[config.mk]
export PLATFORM = sky130hd
export DESIGN_NAME = out_ctrl_sc_flat
export DESIGN_NICKNAME = d
export VERILOG_FILES = /design/src/rtl/out_ctrl_sc_if.sv /design/src/rtl/out_ctrl_sc.sv /design/src/flat_wrapper.sv
export SDC_FILE = /design/constraint.sdc
export NUM_CORES = 1
export LEC_CHECK = 0
export ABC_CLOCK_PERIOD_IN_PS = 3600
export CORE_UTILIZATION = 50
export DETAILED_ROUTE_END_ITERATION = 8
export PLACE_DENSITY = 0.79
export SETUP_SLACK_MARGIN = 0.2
export SLEW_MARGIN = 20
export SYNTH_ARGS = -nofsm -noshare
export SYNTH_HDL_FRONTEND = slang
export SYNTH_SLANG_ARGS = --single-unit
[constraint.sdc]
create_clock -name clock -period 3.6 [get_ports clock]
set_input_delay 0.54 -clock clock [delete_from_list [all_inputs] [get_ports clock]]
set_output_delay 0.54 -clock clock [all_outputs]
set_load 0.02 [all_outputs]
[src/rtl/out_ctrl_sc_if.sv]
// rtl/out_ctrl_sc_if.sv - SC input stream and binary output port bundle for out_ctrl_sc
//
// Purpose: groups the SC bit input and the valid/ready sample output of out_ctrl_sc.
// Signals:
//   sc_valid   qualifies sc_bit this cycle
//   sc_bit     one SC bit per lane
//   out_ready  sink accepts out_data
//   out_valid  out_data holds a completed sample vector
//   out_data   lane k at bits [k*N_BITS +: N_BITS]
//   out_ovf    sticky: a completed window was dropped
// Modports: slave = the converter, master = the environment driving it.
interface out_ctrl_sc_if #(
  parameter int N_BITS    = 8,
  parameter int NUM_LANES = 4
);
  logic                        sc_valid;
  logic [NUM_LANES-1:0]        sc_bit;
  logic                        out_ready;
  logic                        out_valid;
  logic [NUM_LANES*N_BITS-1:0] out_data;
  logic                        out_ovf;

  modport master (
    output sc_valid, sc_bit, out_ready,
    input  out_valid, out_data, out_ovf
  );

  modport slave (
    input  sc_valid, sc_bit, out_ready,
    output out_valid, out_data, out_ovf
  );
endinterface

[src/rtl/out_ctrl_sc.sv]
// rtl/out_ctrl_sc.sv - SC-to-binary output converter with small output FIFO
//
// Purpose: counts ones in each of NUM_LANES stochastic bitstreams over a window of
//   2**N_BITS valid cycles, saturates each count to N_BITS, and queues the completed
//   sample vector in a FIFO_DEPTH-entry FIFO that drains on a valid/ready port.
// Ports:
//   clock  single clock, posedge
//   reset  synchronous, active-high; clears counters, FIFO and overflow flag
//   bus    out_ctrl_sc_if.slave: sc_valid/sc_bit in, out_ready in,
//          out_valid/out_data/out_ovf out
// Configuration macro: OUT_CTRL_SC_BIPOLAR_EN
//   defined   -> each lane is emitted as two's complement (count - L/2)
//   undefined -> each lane is emitted as the unsigned saturated ones count
module out_ctrl_sc #(
  parameter int N_BITS     = 8,
  parameter int NUM_LANES  = 4,
  parameter int FIFO_DEPTH = 2
) (
  input logic          clock,
  input logic          reset,
  out_ctrl_sc_if.slave bus
);
  localparam int AW = $clog2(FIFO_DEPTH);
  localparam int DW = NUM_LANES * N_BITS;
  localparam logic [N_BITS-1:0] WIN_LAST = '1;

  logic [N_BITS-1:0] win_cnt;
  logic [N_BITS:0]   lane_cnt [NUM_LANES];
  logic [N_BITS:0]   lane_sum [NUM_LANES];
  logic [N_BITS-1:0] lane_sat [NUM_LANES];
  logic [DW-1:0]     sample;
  logic [DW-1:0]     mem [FIFO_DEPTH];
  logic [DW-1:0]     last_pop;
  logic [AW:0]       wr_ptr;
  logic [AW:0]       rd_ptr;
  logic              ovf;
  logic              win_end;
  logic              empty;
  logic              full;
  logic              push;
  logic              pop;

  assign win_end = bus.sc_valid && (win_cnt == WIN_LAST);

  // lane_sum already includes this cycle's bit, so at window end the final bit is
  // part of the pushed sample. Only an all-ones window reaches L, hence the saturation.
  always_comb begin
    sample = '0;
    for (int k = 0; k < NUM_LANES; k++) begin
      lane_sum[k] = lane_cnt[k] + {{N_BITS{1'b0}}, (bus.sc_valid & bus.sc_bit[k])};
      lane_sat[k] = lane_sum[k][N_BITS] ? {N_BITS{1'b1}} : lane_sum[k][N_BITS-1:0];
`ifdef OUT_CTRL_SC_BIPOLAR_EN
      // Flipping the MSB of an offset-binary count yields two's complement count-L/2.
      sample[k*N_BITS +: N_BITS] = {~lane_sat[k][N_BITS-1], lane_sat[k][N_BITS-2:0]};
`else
      sample[k*N_BITS +: N_BITS] = lane_sat[k];
`endif
    end
  end

  // Extra pointer MSB distinguishes full from empty when the index bits match.
  assign empty = (wr_ptr == rd_ptr);
  assign full  = (wr_ptr[AW] != rd_ptr[AW]) && (wr_ptr[AW-1:0] == rd_ptr[AW-1:0]);
  assign pop   = !empty && bus.out_ready;
  // A simultaneous pop frees the slot, so a push while full is still accepted.
  assign push  = win_end && (!full || pop);

  always_ff @(posedge clock) begin
    if (reset) begin
      win_cnt  <= '0;
      for (int k = 0; k < NUM_LANES; k++) lane_cnt[k] <= '0;
      wr_ptr   <= '0;
      rd_ptr   <= '0;
      last_pop <= '0;
      ovf      <= 1'b0;
    end else begin
      if (bus.sc_valid) win_cnt <= win_cnt + 1'b1;
      for (int k = 0; k < NUM_LANES; k++) begin
        lane_cnt[k] <= win_end ? '0 : lane_sum[k];
      end
      if (push) wr_ptr <= wr_ptr + 1'b1;
      if (pop) begin
        rd_ptr   <= rd_ptr + 1'b1;
        last_pop <= mem[rd_ptr[AW-1:0]];
      end
      if (win_end && full && !pop) ovf <= 1'b1;
    end
  end

  // Storage needs no reset: an entry is only read after it has been written.
  always_ff @(posedge clock) begin
    if (push && !reset) mem[wr_ptr[AW-1:0]] <= sample;
  end

  assign bus.out_valid = !empty;
  assign bus.out_data  = empty ? last_pop : mem[rd_ptr[AW-1:0]];
  assign bus.out_ovf   = ovf;
endmodule

[src/flat_wrapper.sv]
// flat-port wrapper written by rule: the top's interface ports become plain ports
module out_ctrl_sc_flat 
#(
  parameter int N_BITS     = 8,
  parameter int NUM_LANES  = 4,
  parameter int FIFO_DEPTH = 2
)
  (clock, reset, bus_sc_valid, bus_sc_bit, bus_out_ready, bus_out_valid, bus_out_data, bus_out_ovf);
  out_ctrl_sc_if #(.N_BITS(N_BITS), .NUM_LANES(NUM_LANES)) bus_i ();
  input logic clock;
  input logic reset;
  input wire logic [$bits(bus_i.sc_valid)-1:0] bus_sc_valid;
  input wire logic [$bits(bus_i.sc_bit)-1:0] bus_sc_bit;
  input wire logic [$bits(bus_i.out_ready)-1:0] bus_out_ready;
  output wire logic [$bits(bus_i.out_valid)-1:0] bus_out_valid;
  output wire logic [$bits(bus_i.out_data)-1:0] bus_out_data;
  output wire logic [$bits(bus_i.out_ovf)-1:0] bus_out_ovf;
  assign bus_i.sc_valid = bus_sc_valid;
  assign bus_i.sc_bit = bus_sc_bit;
  assign bus_i.out_ready = bus_out_ready;
  assign bus_out_valid = bus_i.out_valid;
  assign bus_out_data = bus_i.out_data;
  assign bus_out_ovf = bus_i.out_ovf;
  out_ctrl_sc #(.N_BITS(N_BITS), .NUM_LANES(NUM_LANES), .FIFO_DEPTH(FIFO_DEPTH)) u_core (.clock(clock), .reset(reset), .bus(bus_i));
endmodule
======== Word level (Yosys, flattened, before mapping) ========
Memory sizes are Yosys's and may differ from the RTL's. A register that Yosys moved wholly into a read port is not among the register bits.
Index checks and enable logic that the tools add are counted.
cells by class
  add/sub/neg operators ................... 7
  equal/unequal tests ..................... 4
  mux-type cells .......................... 20
  multiply operators ...................... 0
  shift-type cells ........................ 0
  reduce and logical (&&, ||, !) cells .... 12
  div/mod/pow operators ................... 0
  bitwise gates (word level) .............. 8
  magnitude comparators ................... 0
operator list
  operator                                      number
  2-to-1 mux 9 bit                              8
  adder 9 x 1 -> 9 bit                          4
  2-to-1 mux 32 bit                             1
  2-to-1 mux 8 bit                              4
  adder 8 x 1 -> 8 bit (second input constant)  1
  == test 8 bit (second input constant)         1
  logical AND 1 bit                             7
  2-to-1 mux 1 bit                              7
  adder 2 x 1 -> 2 bit (second input constant)  2
  bitwise AND 1 bit                             4
  logical NOT 1 bit                             4
  OR 1 bit                                      4
  == test 2 bit                                 1
  == test 1 bit                                 1
  logical OR 1 bit                              1
  != test 1 bit                                 1
storage, ports and cells
  register bits after elaboration ......... 45
  input bits .............................. 8
  latch bits .............................. 0
  memories kept ........................... 2
  output and inout bits ................... 34
  logic and storage cells ................. 58
  memory bits (read-only) ................. 0
  bits in writable memories ............... 100
memories
  name             depth  bits a word  rd ports  clocked after memory_dff  write ports  RTL line           text
  u_core.mem       2      32           1         1                         1            out_ctrl_sc.sv:32  logic [DW-1:0] mem [FIFO_DEPTH];
  u_core.lane_cnt  4      9            4         0                         4            out_ctrl_sc.sv:28  logic [N_BITS:0] lane_cnt [NUM_LANES];

======== Longest topological paths before layout ========
Gate-level depths: netlist (run 1).
  word-level depth ........................ 8
  depth in mapped cells ................... 9
  mapped depth without buffers ............ 7

======== Least setup slack after synthesis (run 1) ========
OpenSTA, ideal clock, no wires.
  path kind ............................... reg2reg
  from .................................... register u_core.win_cnt[0]
  to ...................................... memory u_core.mem[1][0] (netlist name) (enable)
  arrival time ............................ 3.336 ns
  slack ................................... -0.204 ns
  stages on the path, launching flop included .. 5
  library setup time ...................... 0.468 ns
  period minus slack after synthesis ...... 3.804 ns
  path buffers ............................ 0
  data required time ...................... 3.132 ns
  path through ............................ dfxtp_1 -> ha_1 -> and4_4 -> o311ai_2 -> nor3b_1
on the way
  longest elaborated chain between the ends .. 6
ends and longest elaborated chain
  item                                    RTL line           text
  start, declared                         out_ctrl_sc.sv:27  logic [N_BITS-1:0] win_cnt;
  start signal, assigned                  out_ctrl_sc.sv:77  if (bus.sc_valid) win_cnt <= win_cnt + 1'b1;
  == test 8 bit                           out_ctrl_sc.sv:43  assign win_end = bus.sc_valid && (win_cnt == WIN_LAST);
  logical AND 1 bit                       out_ctrl_sc.sv:43
  logical AND 1 bit                       out_ctrl_sc.sv:66  assign push = win_end && (!full || pop);
  logical AND 1 bit                       out_ctrl_sc.sv:92  if (push && !reset) mem[wr_ptr[AW-1:0]] <= sample;
  2-to-1 mux 1 bit                        out_ctrl_sc.sv:92
  2-to-1 mux 1 bit (implied by the code)  out_ctrl_sc.sv:92
  end, declared                           out_ctrl_sc.sv:32
Every way passes these cells.

======== Final worst setup path (run 1) ========
  from .................................... register u_core.wr_ptr[0]
  to ...................................... output port bus_out_data[26]
on the way
  longest elaborated chain between the ends .. 2
ends and longest elaborated chain
  item                    RTL line            text
  start, declared         out_ctrl_sc.sv:34   logic [AW:0] wr_ptr;
  start signal, assigned  out_ctrl_sc.sv:81   if (push) wr_ptr <= wr_ptr + 1'b1;
  == test 2 bit           out_ctrl_sc.sv:62   assign empty = (wr_ptr == rd_ptr);
  2-to-1 mux 32 bit       out_ctrl_sc.sv:96   assign bus.out_data = empty ? last_pop : mem[rd_ptr[AW-1:0]];
  end, declared           flat_wrapper.sv:16  output wire logic [$bits(bus_i.out_data)-1:0] bus_out_data;
Every way passes these cells.

==> flow_metrics.tcl, run 1 <==
set metrics [dict create \
    critPathBufInv 2 \
    cts_hold_buf 0 \
    finalClockSkew_ps 4.80 \
    intPower_uw 2790 \
    synth-simple-area-share_pct 15.1 \
    synth-xor-area-share_pct 7.01 \
    power.share.clock_pct 47.8 \
    area_growth_syn_to_layout_pct 17.0 \
    core_mm2 0.0122 \
    rsz0062_at_grt "no" \
    layout_worst_path_cycle_share_pct 87.9 \
    power.density_mw_per_mm2 465 \
    synth_compound_area_share_pct 11.0 \
    postRouteAntennaNets 0 \
    io_pins 42 \
    first_iter_violations 208 \
    htreeDepth 4 \
    sequentialPowerShare_pct 50.2 \
    setup_viol_count_final 0 \
    synth_top_cell_by_area "edfxtp_1" \
    grt_pass1_wl_mm 20.6 \
    grt_pass1_vias 4273 \
    synth_commonest_cells "111 x nor2_1, 82 x dfxtp_1, 64 x edfxtp_1" \
    routed_wl_mm 12.4 \
    synth-edff-count 64 \
    vias 4256 \
    hpwl_mm 8.30 \
    synth_area_leaders "edfxtp_1 30%, dfxtp_1 26%, nor2_1 6.6%, a211oi_2 6.3%, mux2i_1 5.2%" \
    power_frac_comb_pct 1.9 \
    worstPathArrival_ps 2630 \
    run_status "finished, final reports clean" \
    postLayoutCellArea_mm2 0.00743 \
    hold_viol_final 0 \
    cts_root_buffer "clkbuf_16" \
    cts_buffer_depth 2 \
    synth_top_area_share_pct 30.3 \
    leakagePower_uw 0.00250 \
    finalCriticalPeriod_ps 3170 \
    worstMarginPinSlew_ps 961 \
    synth_nets 590 \
    min-delay-start "u_core.bus.out_ovf" \
    vias_per_cell 5.42 \
    initial_core_util_pct 52.0 \
    cap_violations 0 \
    wire_per_inst_um 15.7 \
    path_delay_family "buffers and inverters" \
    io_buffers 41 \
    place_congestion 0.791 \
    syn_area_per_cell_um2 11.1 \
    p_sw_uw 665 \
    grt_overflow 0 \
    ys.flop_type "dfxtp_1" \
    path_cells "xnor2_2 > nand2_4 > buf_4 > nor2_1 > a21oi_1 > clkdlybuf4s50_1" \
    clkLatencyLatePin_ps 420 \
    placed_cell_area_mm2 0.00686 \
    fmax_mhz 316 \
    muxShareOfSynthArea_pct 5.38 \
    hp-class "reg -> reg" \
    layout-drive-gt1-share_pct 13.6 \
    dieArea_mm2 0.0132 \
    yosysWarningCount 0 \
    netlist_area_mm2 0.00635 \
    cp_max_fo 34 \
    critPathLaunch "u_core.wr_ptr[0]" \
    ys_async_sr_fraction_pct 0 \
    cp_data_required_time_ps 3060 \
    rows 40 \
    cts_tree "built" \
    reg2reg_from "u_core.win_cnt[0]" \
    path_class "reg -> out" \
    synth_cells 573 \
    antenna_found_initial 0 \
    nNetsFinal 621 \
    grt_use_total_pct 20.7 \
    grt_max_degree 37 \
    final.setup.tns_ps 0 \
    final_util_pct 60.9 \
    clk_pin_slew_ps 60 \
    cp_slowest_cell "clkdlybuf4s50_1" \
    peakVddDrop_mv 0.321 \
    cp-start-kind "flop" \
    synthAdderAreaFrac_pct 1.77 \
    cp-end-kind "output port" \
    clock-sinks 146 \
    synth.most_common_cell "nor2_1" \
    slowest_delay_ps 630 \
    die_w_um 115 \
    cts_buffers 17 \
    die_height_um 115 \
    yosysSeqAreaShare_pct 56.1 \
    ys_ff_latch 146 \
    p_sw_share_pct 19.2 \
    final-max-slew-violation-count 0 \
    ys_types 39 \
    antenna_cells 0 \
    synth_top_family_by_area "simple AND/OR/NAND/NOR gates" \
    drc 0 \
    max-slew-margin-rel_pct 35.9 \
    dr.pass1.iters 5 \
]
==> metrics by stage <==
| step | setup WS (ps) | hold slack, ps | power, uW | cells |
|---|---|---|---|---|
| floorplan | 871 | 480 | 1810 | 573 |
| global placement | 624 | 480 | 1830 | 753 |
| detailed placement | 479 | 506 | 1840 | 753 |
| CTS | 331 | 534 | 3470 | 785 |
| global route | 280 | 551 | 3550 | 785 |
| finish | 434 | 524 | 3450 | 785 |
==> cell families after synthesis <==
group,Yosys count
AND/OR/NAND/NOR,209
flip-flops,146
AO/OA/AOI/OAI,83
XOR/XNOR,50
buffers and inverters,42
multiplexers,34
adder cells (fa/ha/maj),9
==> cell usage in the layout (no fill, tap or decap), types with 15 or more instances in the layout <==
| cell | count |
|---|---|
| nor3_1 | 16 |
| nand3_1 | 15 |
| clkdlybuf4s50_1 | 40 |
| dfxtp_1 | 81 |
| xor2_1 | 19 |
| a21oi_1 | 35 |
| edfxtp_1 | 64 |
| a211oi_2 | 32 |
| nand2_1 | 22 |
| mux2i_1 | 33 |
| clkbuf_16 | 17 |
| nor2_1 | 111 |
| xnor2_1 | 29 |
==> final timing paths <==
check | end | slack [ps] | cells after the start
worst max-delay path | bus_out_data[26] | 430 | 6
worst min-delay path | u_core.bus.out_ovf | 520 | 2
worst max register to register | u_core.lane_cnt[0][17] | 1530 | 6
worst min register to register | u_core.bus.out_ovf | 520 | 2
==> layout make-up <==
| class | count | area, um2 |
|---|---|---|
| Inverter | 2 | 7.51 |
| Clock buffer | 26 | 509 |
| Clock inverter | 6 | 53.8 |
| Tap cell | 168 | 210 |
| Sequential cell | 146 | 3560 |
| Fill cell | 978 | 4780 |
| Multi-Input combinational cell | 385 | 2600 |
| Timing Repair Buffer | 52 | 488 |
==> worst register-to-register path: stages (launching register included) <==
cell and delay [ps]:
dfxtp_1 390, ha_1 250, and4_4 250, and2_4 170, or2_1 480, buf_4 320, nor2_1 70
==> registers in the layout, indices dropped and copies added, names as in the netlist, named ones only <==
| register | cells |
|---|---|
| u_core.wr_ptr | 2 |
| u_core.rd_ptr | 2 |
| u_core.win_cnt | 8 |
| u_core.bus.out_ovf | 1 |
| u_core.mem | 64 |
| u_core.last_pop | 32 |
| u_core.lane_cnt | 36 |
==> routing by layer <==
| metal | wire length (um) | GRT usage [%] | vias up |
|---|---|---|---|
| met5 | 0 | 0 | - |
| met4 | 257 | 9.52 | 0 |
| met3 | 392 | 4.87 | 21 |
| met2 | 6410 | 36.8 | 87 |
| met1 | 5300 | 23.8 | 2076 |
| li1 | - | - | 2072 |
==> power by group through the flow <==
| stage | Sequential (uW) | Combinational [uW] | Clock (uW) |
|---|---|---|---|
| 2_1_floorplan | 1770 | 43.9 | 0 |
| 3_3_place_gp | 1770 | 61.7 | 0 |
| 6_report | 1740 | 66.0 | 1650 |
| 5_1_grt | 1740 | 72.9 | 1750 |
| 3_5_place_dp | 1770 | 65.2 | 0 |
| 4_1_cts | 1740 | 65.9 | 1670 |
==> repair_timing <==
action | 4_1_cts | 5_1_grt
setup buffers | 0 | 0
setup endpoints to repair | 2 | 1
resized for setup | 1 | 1
gates cloned | 0 | 0
(Power assumes the default switching activity.)
==> run 2, diff against run 1 <==
- PLACE_DENSITY: 0.79 -> 0.77
==> flow_metrics.tcl, run 2 (synthesis results as in run 1) <==
set metrics [dict create \
    cts_root_buffer "clkbuf_16" \
    grt_overflow 0 \
    cap_violations 0 \
    nFillCells 1000 \
    first_iter_violations 226 \
    grt_use_total_pct 19.2 \
    peakVddDrop_mv 0.304 \
    io_pins 42 \
    rsz0062_at_grt "no" \
    dieArea_mm2 0.0132 \
    cts_buffer_depth 2 \
    rrSetupSlack_ps 1560 \
    hpwl_mm 7.70 \
    initial_core_util_pct 52.0 \
    layout_commonest_cell "nor2_1" \
    cts_resized 0 \
    run_status "finished, final reports clean" \
    cp-end-kind "output port" \
    cts_tree "built" \
    hold_viol_final 0 \
    wire_per_inst_um 14.6 \
    final.setup.tns_ps 0 \
    final_util_pct 60.9 \
    grt_pass1_vias 4144 \
    vias 4150 \
    reg2reg_from "u_core.win_cnt[0]" \
    grt_pass1_wl_mm 19.1 \
    cts_buffers 17 \
    dr.pass1.iters 4 \
    drc 0 \
    path_class "reg -> out" \
    setup_viol_count_final 0 \
    finalClockSkew_ps 13.4 \
    finalHoldWorstSlack_ps 482 \
    worst_hold_path.num_cells 2 \
    post-cts-setup-buffers 0 \
    layout_worst_path_cycle_share_pct 88.8 \
    clkLatencyLatePin_ps 420 \
    area_growth_syn_to_layout_pct 17.0 \
    htreeDepth 4 \
    clock-sinks 146 \
    die_w_um 115 \
    min-delay-start "u_core.bus.out_ovf" \
    multi_input_area_mm2 0.00258 \
    finalCriticalPeriod_ps 3200 \
    r2r_end "u_core.mem[1][8]" \
    leakagePower_uw 0.00249 \
    postLayoutCellArea_mm2 0.00743 \
    critPathBufInv 2 \
    path_delay_family "buffers and inverters" \
    cts_hold_buf 0 \
    antenna_cells 0 \
    io_buffers 41 \
    cp-start-kind "flop" \
    layout-drive-gt1-share_pct 14.0 \
    fmax_mhz 313 \
    r2r_cells 5 \
    p_total_uw 3500 \
    final_cell_mix "111 x nor2_1, 81 x dfxtp_1, 64 x edfxtp_1, 40 x clkdlybuf4s50_1, 35 x a21oi_1" \
    rows 40 \
    postRouteAntennaNets 0 \
    power.density_mw_per_mm2 471 \
    core_mm2 0.0122 \
    register_area_mm2 0.00356 \
    cp_slowest_cell "clkdlybuf4s50_1" \
    place_congestion 0.845 \
    nNetsFinal 620 \
    clk_pin_slew_ps 60 \
    critPathLaunch "u_core.wr_ptr[0]" \
    slowest_delay_ps 630 \
    largest_register_ffs 64 \
    worstPathArrival_ps 2660 \
    hp-class "reg -> reg" \
    routed_wl_mm 11.5 \
    grt_max_degree 38 \
    max-slew-margin-rel_pct 38.6 \
    cp_max_fo 30 \
    vias_per_cell 5.29 \
    antenna_found_initial 0 \
    cp_data_required_time_ps 3060 \
    placed_cell_area_mm2 0.00685 \
    worstMarginPinSlew_ps 920 \
    path_cells "xnor2_1 > nand2_2 > buf_4 > nor2_1 > a21oi_1 > clkdlybuf4s50_1" \
    die_height_um 115 \
    holdPathEnd "u_core.bus.out_ovf" \
    final-max-slew-violation-count 0 \
]
[run 2: changes by cell type in the layout (fill, tap and decap cells not counted), moves of 2 or more]
cell,before,now
clkbuf_8,5,0
clkinv_4,0,6
clkinvlp_4,0,3
clkinv_2,4,1
inv_6,0,2
clkbuf_1,4,0
[run 2: layout make-up]
type / count / area share [%]
flip-flops and latches: 146 / 47.9
multi-input cells: 385 / 34.8
repair buffers: 51 / 6.46
clock buffers: 17 / 5.72
well taps: 168 / 2.83
clock inverters: 15 / 2.17
inverters: 2 / 0.101
[run 2: power breakdown]
group | total [uW] | switching (uW) | internal, uW
combinational | 65.1 | 40.0 | 25.1
sequential | 1730 | 5.71 | 1730
clock | 1700 | 681 | 1020
[run 2: stage by stage]
step / instances / setup WS [ps]
after floorplan: 573 / 871
after global placement: 752 / 578
after detailed placement: 752 / 495
after CTS: 784 / 383
after global routing: 784 / 255
final: 784 / 403
[run 2: per-layer routing]
metal | part of all wire, % | global-route usage, %
met1 | 43 | 21.4
met2 | 52 | 34.6
met3 | 3.5 | 4.76
met4 | 1.6 | 8.83
met5 | 0 | 0
[run 2: worst max-delay path by stage]
stage / endpoint / slack, ps / cells after the start
after floorplan: u_core.mem[0][0] / 870 / 3
after global placement: u_core.mem[0][27] / 580 / 8
after detailed placement: u_core.mem[0][27] / 490 / 8
after CTS: bus_out_data[11] / 380 / 6
after global routing: bus_out_data[14] / 260 / 6
final: bus_out_data[11] / 400 / 6
[run 2: worst register-to-register path, cell delays in order (launching register included)]
cell      delay, ps
dfxtp_1         390
ha_1            240
and4_4          250
o311ai_2        180
nor3b_4         200
buf_4           420
==> run 3, diff against run 2 <==
- SETUP_SLACK_MARGIN: 0.2 -> 0.5
==> flow_metrics.tcl, run 3 (synthesis results as in run 1) <==
set metrics [dict create \
    cp-end-kind "output port" \
    clock-sinks 146 \
    finalCriticalPeriod_ps 2960 \
    largest_register_ffs 64 \
    cts_hold_buf 0 \
    fmax_mhz 338 \
    leakagePower_uw 0.00250 \
    cts_root_buffer "clkbuf_16" \
    r2r_cells 5 \
    grt_pass1_vias 4166 \
    peakVddDrop_mv 0.305 \
    nNetsFinal 622 \
    vias 4156 \
    dieArea_mm2 0.0132 \
    cp_max_fo 30 \
    slowest_delay_ps 630 \
    use_met2_pct 34.7 \
    area_growth_syn_to_layout_pct 17.3 \
    r2r_end "u_core.mem[1][26]" \
    grt.busiest_layer "met2" \
    postRouteAntennaNets 0 \
    io_pins 42 \
    worstMarginPinSlew_ps 915 \
    preCtsSetupSlack_ps 495 \
    cp-start-kind "flop" \
    cp_slowest_cell "clkdlybuf4s50_1" \
    io_buffers 41 \
    hp-class "reg -> reg" \
    reg2reg_from "u_core.win_cnt[0]" \
    rows 40 \
    final-max-slew-violation-count 0 \
    cap_violations 0 \
    critPathLaunch "u_core.wr_ptr[0]" \
    finalClockSkew_ps 7.89 \
    antenna_found_initial 0 \
    vias_per_cell 5.29 \
    gr-usage-met3_pct 4.76 \
    layout-drive-gt1-share_pct 14.2 \
    cts_tree "built" \
    grt_overflow 0 \
    grt_use_total_pct 19.3 \
    drc 0 \
    place_congestion 0.845 \
    nFillCells 998 \
    clk_pin_slew_ps 60 \
    initial_core_util_pct 52.0 \
    setup_slack_ps 642 \
    worstPathArrival_ps 2420 \
    grt_pass1_wl_mm 19.2 \
    final.setup.tns_ps 0 \
    clkLatencyLatePin_ps 420 \
    die_w_um 115 \
    routed_wl_mm 11.5 \
    cp_data_required_time_ps 3060 \
    run_status "finished, final reports clean" \
    cts_buffer_depth 2 \
    cts_buffers 17 \
    power.density_mw_per_mm2 470 \
    final_cell_mix "111 x nor2_1, 81 x dfxtp_1, 64 x edfxtp_1, 40 x clkdlybuf4s50_1, 35 x a21oi_1" \
    core_mm2 0.0122 \
    rrSetupSlack_ps 1550 \
    finalHoldWorstSlack_ps 484 \
    hold_viol_final 0 \
    rsz0062_at_grt "no" \
    layout_worst_path_cycle_share_pct 82.2 \
    htreeDepth 4 \
    path_class "reg -> out" \
    grt_max_degree 38 \
    antenna_cells 0 \
    layout_commonest_cell "nor2_1" \
    first_iter_violations 220 \
    hpwl_mm 7.70 \
    max-slew-margin-rel_pct 39.0 \
    dr.pass1.iters 4 \
    met1_usage_pct 21.5 \
    cp-endpoint "bus_out_data[11]" \
    wire_per_inst_um 14.6 \
    die_height_um 115 \
    setup_viol_count_final 0 \
    path_cells "xnor2_1 > nand2_2 > buf_6 > nor2_1 > a21oi_1 > clkdlybuf4s50_1" \
]
[run 3: layout make-up]
cell class / count / area, um2 / share of cell area [%]
multi-input cells: 385 / 2580 / 34.7
well taps: 168 / 210 / 2.82
clock inverters: 15 / 161 / 2.17
inverters: 2 / 7.51 / 0.101
flip-flops and latches: 146 / 3560 / 47.8
repair buffers: 53 / 499 / 6.70
clock buffers: 17 / 425 / 5.71
[run 3: timing repair]
action / CTS / global route
endpoints found under the setup margin: 16 / 0
endpoints found under the hold margin: 0 / 0
gates resized for setup: 1 / 0
setup buffers: 2 / 0
[run 3: worst min path at each step]
stage	slack [ps]	end	depth (start not counted)	startpoint
floorplan	480	u_core.win_cnt[5]	2	u_core.win_cnt[5]
global placement	460	u_core.bus.out_ovf	2	u_core.bus.out_ovf
detailed placement	460	u_core.bus.out_ovf	2	u_core.bus.out_ovf
CTS	480	u_core.bus.out_ovf	2	u_core.bus.out_ovf
global route	540	u_core.bus.out_ovf	2	u_core.bus.out_ovf
finish	480	u_core.bus.out_ovf	2	u_core.bus.out_ovf
[run 3: routing by layer]
layer	wire length [um]	vias to the layer above	part of all wire [%]
met3	350	14	3.0
met4	172	0	1.5
li1	-	2074	-
met1	4940	2013	43
met5	0	-	0
met2	6040	55	53
[run 3: worst max-delay path, delay by kind of cell (launching register included)]
kind,cells,cell delay [ps]
compound gates,1,170
xor+xnor,1,200
buf+inv,2,870
flops,1,510
simple gates,2,250
[run 3: report_power, final]
part	leakage (uW)	switching, uW	internal (uW)
combinational	0.00102	40.0	25.2
sequential	0.00121	5.70	1730
clock	0.000277	683	1020
[run 3: through the flow]
stage	utilization, %	area, um2	instances	power, uW
2_1_floorplan	-	6360	573	1810
3_3_place_gp	56.1	6850	752	1830
3_5_place_dp	56.1	6850	752	1840
4_1_cts	61.0	7450	786	3540
5_1_grt	61.0	7450	786	3620
6_report	61.0	7450	786	3510
